[src/rtl/song_sequencer_if.sv]
// Bundles the sequencer's control, ROM and tone-generator signals.
interface song_sequencer_if #(
    parameter int unsigned ADDR_W = 6
);
    logic [2:0]        mode;
    logic              pause;
    logic [1:0]        song_num;
    logic [ADDR_W+1:0] rom_addr;
    logic [7:0]        rom_data;
    logic [4:0]        note;
    logic              playing;
    logic              song_done;

    // Sequencer side.
    modport master (
        input  mode, pause, song_num, rom_data,
        output rom_addr, note, playing, song_done
    );

    // Controller / ROM / tone-generator side.
    modport slave (
        output mode, pause, song_num, rom_data,
        input  rom_addr, note, playing, song_done
    );
endinterface

[src/rtl/song_sequencer.sv]
// Song sequencer: walks a song in ROM, timing each note in beats and inserting
// a silent gap after every note. Handles pause, song change and end of song.
module song_sequencer #(
    parameter int unsigned BEAT_CYCLES = 12_500_000,
    parameter int unsigned GAP_CYCLES  = 1_250_000,
    parameter int unsigned ADDR_W      = 6
) (
    input  logic             clk,
    input  logic             rst,
    song_sequencer_if.master bus
);

    localparam logic [2:0]  MODE_PLAY = 3'b011;
    localparam logic [4:0]  CODE_END  = 5'h1F;
    localparam int unsigned MAX_CYC   = (BEAT_CYCLES > GAP_CYCLES) ? BEAT_CYCLES : GAP_CYCLES;
    localparam int unsigned CNT_W     = (MAX_CYC > 1) ? $clog2(MAX_CYC) : 1;
    localparam logic [CNT_W-1:0]  BEAT_LAST = CNT_W'(BEAT_CYCLES - 1);
    localparam logic [CNT_W-1:0]  GAP_LAST  = CNT_W'(GAP_CYCLES - 1);
    localparam logic [ADDR_W-1:0] IDX_LAST  = '1;

    typedef enum logic [2:0] {
        S_IDLE,
        S_FETCH,
        S_LOAD,
        S_PLAY,
        S_GAP,
        S_DONE
    } state_t;

    state_t              state_q, state_d;
    logic [ADDR_W-1:0]   idx_q, idx_d;
    logic [1:0]          song_reg_q, song_reg_d;
    logic [2:0]          beat_q, beat_d;
    logic [CNT_W-1:0]    cyc_q, cyc_d;
    logic [4:0]          cur_note_q, cur_note_d;
    logic [4:0]          note_q, note_d;
    logic                playing_q, playing_d;
    logic                song_done_q, song_done_d;
    logic [ADDR_W+1:0]   rom_addr_q, rom_addr_d;

    logic [4:0] rom_code;
    logic [2:0] rom_dur;

    assign rom_code = bus.rom_data[7:3];
    assign rom_dur  = bus.rom_data[2:0];

    // State and datapath registers with synchronous reset.
    always_ff @(posedge clk) begin
        if (rst) begin
            state_q     <= S_IDLE;
            idx_q       <= '0;
            song_reg_q  <= '0;
            beat_q      <= '0;
            cyc_q       <= '0;
            cur_note_q  <= '0;
            note_q      <= '0;
            playing_q   <= 1'b0;
            song_done_q <= 1'b0;
            rom_addr_q  <= '0;
        end else begin
            state_q     <= state_d;
            idx_q       <= idx_d;
            song_reg_q  <= song_reg_d;
            beat_q      <= beat_d;
            cyc_q       <= cyc_d;
            cur_note_q  <= cur_note_d;
            note_q      <= note_d;
            playing_q   <= playing_d;
            song_done_q <= song_done_d;
            rom_addr_q  <= rom_addr_d;
        end
    end

    // Next-state logic: mode exit > song change > pause > normal flow.
    always_comb begin
        state_d    = state_q;
        idx_d      = idx_q;
        song_reg_d = song_reg_q;
        beat_d     = beat_q;
        cyc_d      = cyc_q;
        cur_note_d = cur_note_q;

        if (bus.mode != MODE_PLAY) begin
            state_d    = S_IDLE;
            idx_d      = '0;
            beat_d     = '0;
            cyc_d      = '0;
            cur_note_d = '0;
        end else if ((state_q != S_IDLE) && (bus.song_num != song_reg_q)) begin
            state_d    = S_FETCH;
            idx_d      = '0;
            song_reg_d = bus.song_num;
            beat_d     = '0;
            cyc_d      = '0;
            cur_note_d = '0;
        end else if (bus.pause && (state_q != S_DONE)) begin
            // Freeze everything; outputs are silenced below.
            state_d = state_q;
        end else begin
            unique case (state_q)
                S_IDLE: begin
                    state_d    = S_FETCH;
                    song_reg_d = bus.song_num;
                    idx_d      = '0;
                    beat_d     = '0;
                    cyc_d      = '0;
                end
                S_FETCH: begin
                    state_d = S_LOAD;
                end
                S_LOAD: begin
                    if (rom_code == CODE_END) begin
                        state_d    = S_DONE;
                        cur_note_d = '0;
                    end else begin
                        state_d    = S_PLAY;
                        cur_note_d = rom_code;
                        beat_d     = rom_dur;
                        cyc_d      = '0;
                    end
                end
                S_PLAY: begin
                    if (cyc_q == BEAT_LAST) begin
                        cyc_d = '0;
                        if (beat_q != 3'd0) begin
                            beat_d = beat_q - 3'd1;
                        end else begin
                            state_d    = S_GAP;
                            cur_note_d = '0;
                        end
                    end else begin
                        cyc_d = cyc_q + 1'b1;
                    end
                end
                S_GAP: begin
                    if (cyc_q == GAP_LAST) begin
                        cyc_d = '0;
                        if (idx_q == IDX_LAST) begin
                            state_d = S_DONE;
                        end else begin
                            idx_d   = idx_q + 1'b1;
                            state_d = S_FETCH;
                        end
                    end else begin
                        cyc_d = cyc_q + 1'b1;
                    end
                end
                S_DONE: begin
                    state_d = S_DONE;
                end
                default: begin
                    state_d = S_IDLE;
                end
            endcase
        end
    end

    // Output values registered alongside the state they describe.
    always_comb begin
        note_d      = '0;
        playing_d   = 1'b0;
        song_done_d = 1'b0;
        rom_addr_d  = '0;
        if ((state_d == S_PLAY) && !bus.pause) begin
            note_d    = cur_note_d;
            playing_d = 1'b1;
        end
        if (state_d == S_DONE) begin
            song_done_d = 1'b1;
        end
        if (state_d != S_IDLE) begin
            rom_addr_d = {song_reg_d, idx_d};
        end
    end

    assign bus.note      = note_q;
    assign bus.playing   = playing_q;
    assign bus.song_done = song_done_q;
    assign bus.rom_addr  = rom_addr_q;

endmodule

[src/flat_wrapper.sv]
// flat-port wrapper written by rule: the top's interface ports become plain ports
module song_sequencer_flat 
#(
    parameter int unsigned BEAT_CYCLES = 12_500_000,
    parameter int unsigned GAP_CYCLES  = 1_250_000,
    parameter int unsigned ADDR_W      = 6
)
  (clk, rst, bus_mode, bus_pause, bus_song_num, bus_rom_data, bus_rom_addr, bus_note, bus_playing, bus_song_done);
  song_sequencer_if #(.ADDR_W(ADDR_W)) bus_i ();
  input  logic clk;
  input  logic rst;
  input wire logic [$bits(bus_i.mode)-1:0] bus_mode;
  input wire logic [$bits(bus_i.pause)-1:0] bus_pause;
  input wire logic [$bits(bus_i.song_num)-1:0] bus_song_num;
  input wire logic [$bits(bus_i.rom_data)-1:0] bus_rom_data;
  output wire logic [$bits(bus_i.rom_addr)-1:0] bus_rom_addr;
  output wire logic [$bits(bus_i.note)-1:0] bus_note;
  output wire logic [$bits(bus_i.playing)-1:0] bus_playing;
  output wire logic [$bits(bus_i.song_done)-1:0] bus_song_done;
  assign bus_i.mode = bus_mode;
  assign bus_i.pause = bus_pause;
  assign bus_i.song_num = bus_song_num;
  assign bus_i.rom_data = bus_rom_data;
  assign bus_rom_addr = bus_i.rom_addr;
  assign bus_note = bus_i.note;
  assign bus_playing = bus_i.playing;
  assign bus_song_done = bus_i.song_done;
  song_sequencer #(.BEAT_CYCLES(BEAT_CYCLES), .GAP_CYCLES(GAP_CYCLES), .ADDR_W(ADDR_W)) u_core (.clk(clk), .rst(rst), .bus(bus_i));
endmodule
[config.mk]
export PLATFORM = sky130hd
export DESIGN_NAME = song_sequencer_flat
export DESIGN_NICKNAME = d
export VERILOG_FILES = /design/src/rtl/song_sequencer_if.sv /design/src/rtl/song_sequencer.sv /design/src/flat_wrapper.sv
export SDC_FILE = /design/constraint.sdc
export NUM_CORES = 1
export LEC_CHECK = 0
export ABC_AREA = 0
export CAP_MARGIN = 20
export CORE_MARGIN = 1
export CORE_UTILIZATION = 35
export DETAILED_ROUTE_END_ITERATION = 10
export PLACE_DENSITY = 0.53
export SYNTH_ARGS = -nofsm -noshare
export SYNTH_HDL_FRONTEND = slang
export SYNTH_SLANG_ARGS = --single-unit
[constraint.sdc]
create_clock -name clk -period 2.1 [get_ports clk]
set_input_delay 0.21 -clock clk [delete_from_list [all_inputs] [get_ports clk]]
set_output_delay 0.21 -clock clk [all_outputs]
set_load 0.03 [all_outputs]
* After elaboration in Yosys (flattened, before gate mapping) *
Cells that the tools add are included.

cells by class
  equal/unequal tests = 17
  reduce and logical (&&, ||, !) cells = 15
  mux-type cells = 36
  $add $sub $neg = 3
  bitwise logic cells = 3

operator list
  operator                                                                 number
  24-bit one-hot mux with 4 select lines                                   1
  24-bit two-way mux                                                       3
  3-bit two-way mux                                                        11
  5-bit two-way mux                                                        6
  6-bit two-way mux                                                        5
  24-bit by 1-bit adder with 24-bit output, second input constant          1
  24-bit by 21-bit == test with 1-bit output, second input constant        1
  24-bit == test, second input constant                                    1
  3-bit one-hot mux with 6 select lines                                    1
  6-bit one-hot mux with 2 select lines                                    1
  3-bit nonzero test                                                       4
  5-bit one-hot mux with 2 select lines                                    1
  3-bit by 2-bit == test with 1-bit output, second input constant          3
  3-bit == test, second input constant                                     3
  3-bit one-hot mux with 3 select lines                                    1
  2-bit two-way mux                                                        4
  6-bit by 1-bit adder with 6-bit output, second input constant            1
  6-bit == test, second input constant                                     1
  5-bit == test, second input constant                                     1
  5-bit AND reduction                                                      1
  2-bit by 1-bit inequality test with 1-bit output, second input constant  2
  4-bit nonzero test                                                       1
  2-bit OR reduction                                                       2
  3-bit by 1-bit == test with 1-bit output, second input constant          1
  12 further kinds                                                         17

storage, ports and cells
  input bits = 16
  output and inout bits = 15
  flip-flop bits (word level) = 58
  logic and storage cells = 84

* Depth between registers and ports, before layout *
  word-level depth = 11
  depth in mapped cells = 8
  gate-level depth less buffers = 8

* Worst setup path after synthesis *
OpenSTA, ideal clock, no wires.

  kind = register to register
  start = register u_core.cyc_q[4]
  end = register u_core.rom_addr_q[0], in the netlist u_core.bus.rom_addr[0]
  setup time = 0.135 ns
  clock period less this slack = 2.232 ns
  stages on the path, launching flop included = 7
  path slack = -0.132 ns
  data required time = 1.965 ns
  path buffers = 0
  arrival = 2.097 ns
  cells stage by stage = dfxtp_1 -> or4b_1 -> or4_4 -> nor3_2 -> mux2_2 -> a22oi_1 -> a211oi_1

on the way
  word-level cells in the longest chain between the ends = 9
  elaborated cells on any way between the ends = 16
  those cells by class = 2 x eq/ne; 11 x mux; 1 x bitwise; 2 x reduce/logical

ends and longest elaborated chain
  what                                                                          line                                          source
  start, declared                                                               song_sequencer.sv:34                          logic [CNT_W-1:0] cyc_q, cyc_d;
  start signal, assigned                                                        song_sequencer.sv:65                          cyc_q <= cyc_d;
  24-bit by 21-bit == test with 1-bit output or 24-bit == test (tied branches)  song_sequencer.sv:136, song_sequencer.sv:123
  3-bit two-way mux (on tied branches)                                          song_sequencer.sv:136, song_sequencer.sv:123
  3-bit one-hot mux with 6 select lines                                         song_sequencer.sv:100                         unique case (state_q)
  3-bit two-way mux                                                             song_sequencer.sv:96                          end else if (bus.pause && (state_q != S_DONE)) begin
  3-bit two-way mux                                                             song_sequencer.sv:89                          end else if ((state_q != S_IDLE) && (bus.song_num != song_reg_q)) begin
  3-bit two-way mux                                                             song_sequencer.sv:83                          if (bus.mode != MODE_PLAY) begin
  3-bit nonzero test                                                            song_sequencer.sv:171                         if (state_d != S_IDLE) begin
  1-bit NOT (no source line)                                                    --
  2-bit OR reduction (no source line)                                           --
  end signal, assigned                                                          song_sequencer.sv:70                          rom_addr_q <= rom_addr_d;
  end, declared                                                                 song_sequencer.sv:39                          logic [ADDR_W+1:0] rom_addr_q, rom_addr_d;

Several ways; a longest one is shown, not always the timed one.
A chain may end at the register's enable or synchronous reset.

* Worst setup path after layout *
  start = register u_core.cyc_q[4]
  end = register u_core.note_q[0], in the netlist u_core.bus.note[0]

on the way
  word-level cells in the longest chain between the ends = 10
  elaborated cells on any way between the ends = 17
  those cells by class = 3 x eq/ne; 11 x mux; 1 x bitwise; 2 x reduce/logical

ends and longest elaborated chain
  what                                                                          line                                          source
  24-bit by 21-bit == test with 1-bit output or 24-bit == test (tied branches)  song_sequencer.sv:136, song_sequencer.sv:123
  3-bit two-way mux (on tied branches)                                          song_sequencer.sv:136, song_sequencer.sv:123
  3-bit one-hot mux with 6 select lines                                         song_sequencer.sv:100
  3-bit two-way mux                                                             song_sequencer.sv:96
  3-bit two-way mux                                                             song_sequencer.sv:89
  3-bit two-way mux                                                             song_sequencer.sv:83
  3-bit by 2-bit == test with 1-bit output                                      song_sequencer.sv:164                         if ((state_d == S_PLAY) && !bus.pause) begin
  1-bit logical AND                                                             song_sequencer.sv:164
  1-bit NOT (no source line)                                                    --
  2-bit OR reduction (no source line)                                           --
  end signal, assigned                                                          song_sequencer.sv:67                          note_q <= note_d;
  end, declared                                                                 song_sequencer.sv:36                          logic [4:0] note_q, note_d;

Several ways; a longest one is shown, not always the timed one.

==> key figures <==
Critical path
  • Worst Path Arrival: 2.59 ns
  • R2r endpoint: u_core.bus.note[0]
  • Critical path startpoint category: flip-flop
  • R2r startpoint: u_core.cyc_q[4]
  • CP Max Fanout: 6
  • Worst setup EP type: flip-flop
  • R2R Setup Slk: -0.21 ns
  • Crit Path Category: flip-flop to flip-flop
  • Worst Reg-to-Reg Cells: 6
  • Critical Path Sink: u_core.bus.note[0]
  • Worst Setup SP: u_core.cyc_q[4]
  • Req. time, crit path: 2.38 ns

Drt
  • Iteration-0 DRC Markers: 187
  • DRT antenna net count: 0
  • Post-Route WL: 8530 um
  • DR vias/cell: 5.27
  • Drt first pass iters: 6
  • DR vias: 2996
  • Avg WL per Cell: 15.0 um
  • Post-route DRC: 0

Global routing
  • First-pass GRT wire length: around 14000 um
  • Initial antenna violation count: 0
  • Total gr overflow: 0
  • Met2 usage: 31.7%
  • Tot GR Track Use: 20.3%
  • GRT met1 Usage: between 20% and 30%
  • GRT met3 Usage: 4.15%
  • Gr busiest metal: met2
  • Vias in the first global route: between 2000 and 3000
  • Largest net degree at the start of global routing: 23

Timing
  • Slew @ Worst Pin: 0.422 ns
  • Setup-failing EPs final: 44
  • Hold Fails Final Rpt: 0
  • Upper clock frequency limit: 434 MHz
  • Final period utilization: 110%
  • Final Skew: between 0.006 and 0.007 ns
  • Final Slew Violations: 0
  • Slew margin rel.: 71.8%
  • RSZ-0062 raised after global routing: true
  • Hold Slack: 0.476 ns
  • Setup slack after layout: -0.205 ns
  • Fin crit period: 2.31 ns

Synth
  • Syn Std Cell Area: between 2000 and 3000 sq um
  • Cell taking the most area after synthesis: dfxtp_1
  • Yosys cell types: 53
  • Synth area leaders: dfxtp_1 40%, nor2_1 7.2%, xor2_1 6.0%, nand2_1 3.9%, a21oi_1 3.3%
  • Asr flop ratio synth: 0%
  • Post-synthesis sequential area ratio: 39.7%
  • Mean post-synth cell area: between 8 and 9 sq um
  • Most frequently used flop master after synthesis: dfxtp_1
  • Post-Syn Nets: 379
  • Yosys reg bits: 58
  • Yosys top cell area share: 39.7%
  • Synthesis Warnings: 0
  • Post-Syn Instances: 359
  • Post-synth EDFFs: 0

Clock network
  • Clk slew on worst S/H paths: 0.07 ns
  • Root buffer cell: clkbuf_8
  • CTS H-tree lvls: 3
  • Skew-Pair Late Insertion Delay: 0.34 ns
  • TritonCTS buffer count: 9
  • TritonCTS clock tree: done
  • Clock Path Buffers: 2
  • Clock sinks: 58

Die
  • Core Region: 7890 sq um
  • Row cnt: 32
  • Die footprint: just under 9000 sq um
  • Ports: 31
  • Starting Density: 37.1%
  • Chip Width: 93.4 um
  • Die height: 93.4 um

Placed design
  • HPWL after detailed placement: approximately 6000 um
  • Final Wtd Congestion: 0.799
  • Port bufs: 30
  • DP Worst Slack: -0.262 ns

Pwr
  • Share of power burned in registers: 48.4%
  • Switching power: 0.000525 W
  • Clock share of power: between 40% and 50%
  • Switch share: 23.0%
  • Lkg Pwr: 1.66 nW
  • Power Density: 523 nW/um^2
  • Worst vdd ir: 0.287 mV
  • P_int: ~0.0018 W
  • Logic pwr share: under 10%

Job
  • Max Cap Viol: 0

Layout
  • Area added between synthesis and finish: 49.4%
  • Nets: 482
  • Register area: roughly 1200 sq um
  • Layout fillers: 760
  • Area of the multi-input gates: 1890 sq um
  • ANT cells: 0
  • Share of cells above drive strength 1: a little under a third

Run status
  • Failing checks: setup timing
  • Run status: finished, violations left

Hold path
  • Hold WC Path Type: flip-flop to flip-flop
==> synthesized netlist by cell type, types with 7 or more instances <==
library cell / count
a21oi_1: 19
a22oi_1: 8
and2_1: 7
and3_1: 11
clkbuf_1: 10
dfxtp_1: 58
inv_1: 11
nand2_1: 30
nand2b_1: 7
nand3_1: 15
nand4_1: 11
nor2_1: 56
nor3_1: 8
nor4_1: 8
o21ai_0: 9
xor2_1: 20
==> worst min path at each step <==
stage | startpoint | endpoint | slack (ns) | cells after the start
final | u_core.beat_q[1] | u_core.beat_q[1] | 0.48 | 2
after global routing | u_core.beat_q[1] | u_core.beat_q[1] | 0.51 | 2
after CTS | u_core.beat_q[1] | u_core.beat_q[1] | 0.48 | 2
after detailed placement | u_core.beat_q[1] | u_core.beat_q[1] | 0.47 | 2
after global placement | u_core.beat_q[1] | u_core.beat_q[1] | 0.44 | 2
after floorplan | bus_rom_data[3] | u_core.bus.note[0] | 0.38 | 2
==> registers in the layout, indices dropped and copies added (netlist names) <==
| name | cells |
|---|---|
| u_core.cyc_q | 24 |
| u_core.bus.rom_addr | 8 |
| u_core.idx_q | 6 |
| u_core.bus.note | 5 |
| u_core.cur_note_q | 5 |
| u_core.beat_q | 3 |
| u_core.state_q | 3 |
| u_core.song_reg_q | 2 |
| u_core.bus.playing | 1 |
| u_core.bus.song_done | 1 |
==> area by class of cell <==
cell class,count,area share [%]
clock buffer,11,3.24
timing repair buffer,106,21.7
inverter,11,0.946
multi-input combinational,276,43.2
clock inverter,5,1.23
sequential,58,26.8
tap,102,2.92
==> layout by cell type (no fill, tap or decap), drive strengths merged, types with 13 or more instances in the layout <==
cell type,n
clkbuf,13
nand3,15
clkdlybuf4s50,30
buf,74
nand2,30
xor2,20
a21oi,20
dfxtp,58
nor2,56
==> power groups by stage <==
| stage | Sequential [W] | Clock [W] | Combinational [W] |
|---|---|---|---|
| finish | 0.00110 | 0.00104 | 0.000142 |
| global route | 0.00110 | 0.00112 | 0.000154 |
| CTS | 0.00110 | 0.00106 | 0.000132 |
| detailed placement | 0.00113 | 0 | 0.000128 |
| global placement | 0.00113 | 0 | 0.000129 |
| floorplan | 0.00113 | 0 | 0.0000476 |
==> per-stage QoR <==
stage / area, sq um / setup TNS (ns) / utilization (%) / std cells / power, W
2_1_floorplan: 2950 / -1.14 / - / 359 / 0.00118
3_3_place_gp: 3850 / -5.72 / 48.8 / 545 / 0.00126
3_5_place_dp: 3850 / -6.77 / 48.8 / 545 / 0.00126
4_1_cts: 4150 / -4.32 / 52.6 / 564 / 0.00229
5_1_grt: 4370 / -9.98 / 55.3 / 569 / 0.00237
6_report: 4370 / -6.53 / 55.3 / 569 / 0.00228
==> critical path: stages (launching register included) <==
cell and delay, ns:
dfxtp_2 0.33, or4b_4 0.53, or4_4 0.48, nor3_4 0.15
a211oi_2 0.09, or4b_4 0.55, nor2_1 0.12
==> cell families (layout without fill, tap and decap cells) <==
family                     Yosys count  after routing  share of synthesized area, %
and+or+nand+nor                    186            186                          33.5
xor gates and xnor gates            23             23                          6.89
buffers and inverters               25            133                          3.34
AOI/OAI and AO/OA                   59             59                          13.4
DFF                                 58             58                          39.7
adders and majority gates            4              4                          1.71
muxes                                4              4                          1.46
==> per-layer routing <==
layer / part of all wire (%) / vias to the layer above
met4: 1.5 / 0
li1: - / 1489
met3: 4.5 / 10
met1: 48 / 1434
met2: 46 / 63
met5: 0 / -
==> what timing repair did <==
item | 4_1_cts | 5_1_grt
buffers inserted | 3 | 3
gates resized for setup | 19 | 31
pin swaps | 6 | 19
endpoints found under the hold margin | 0 | 0
cloned | 0 | 2
endpoints found under the setup margin | 49 | 52
hold buffers | 0 | 0
(Power assumes the default switching activity.)
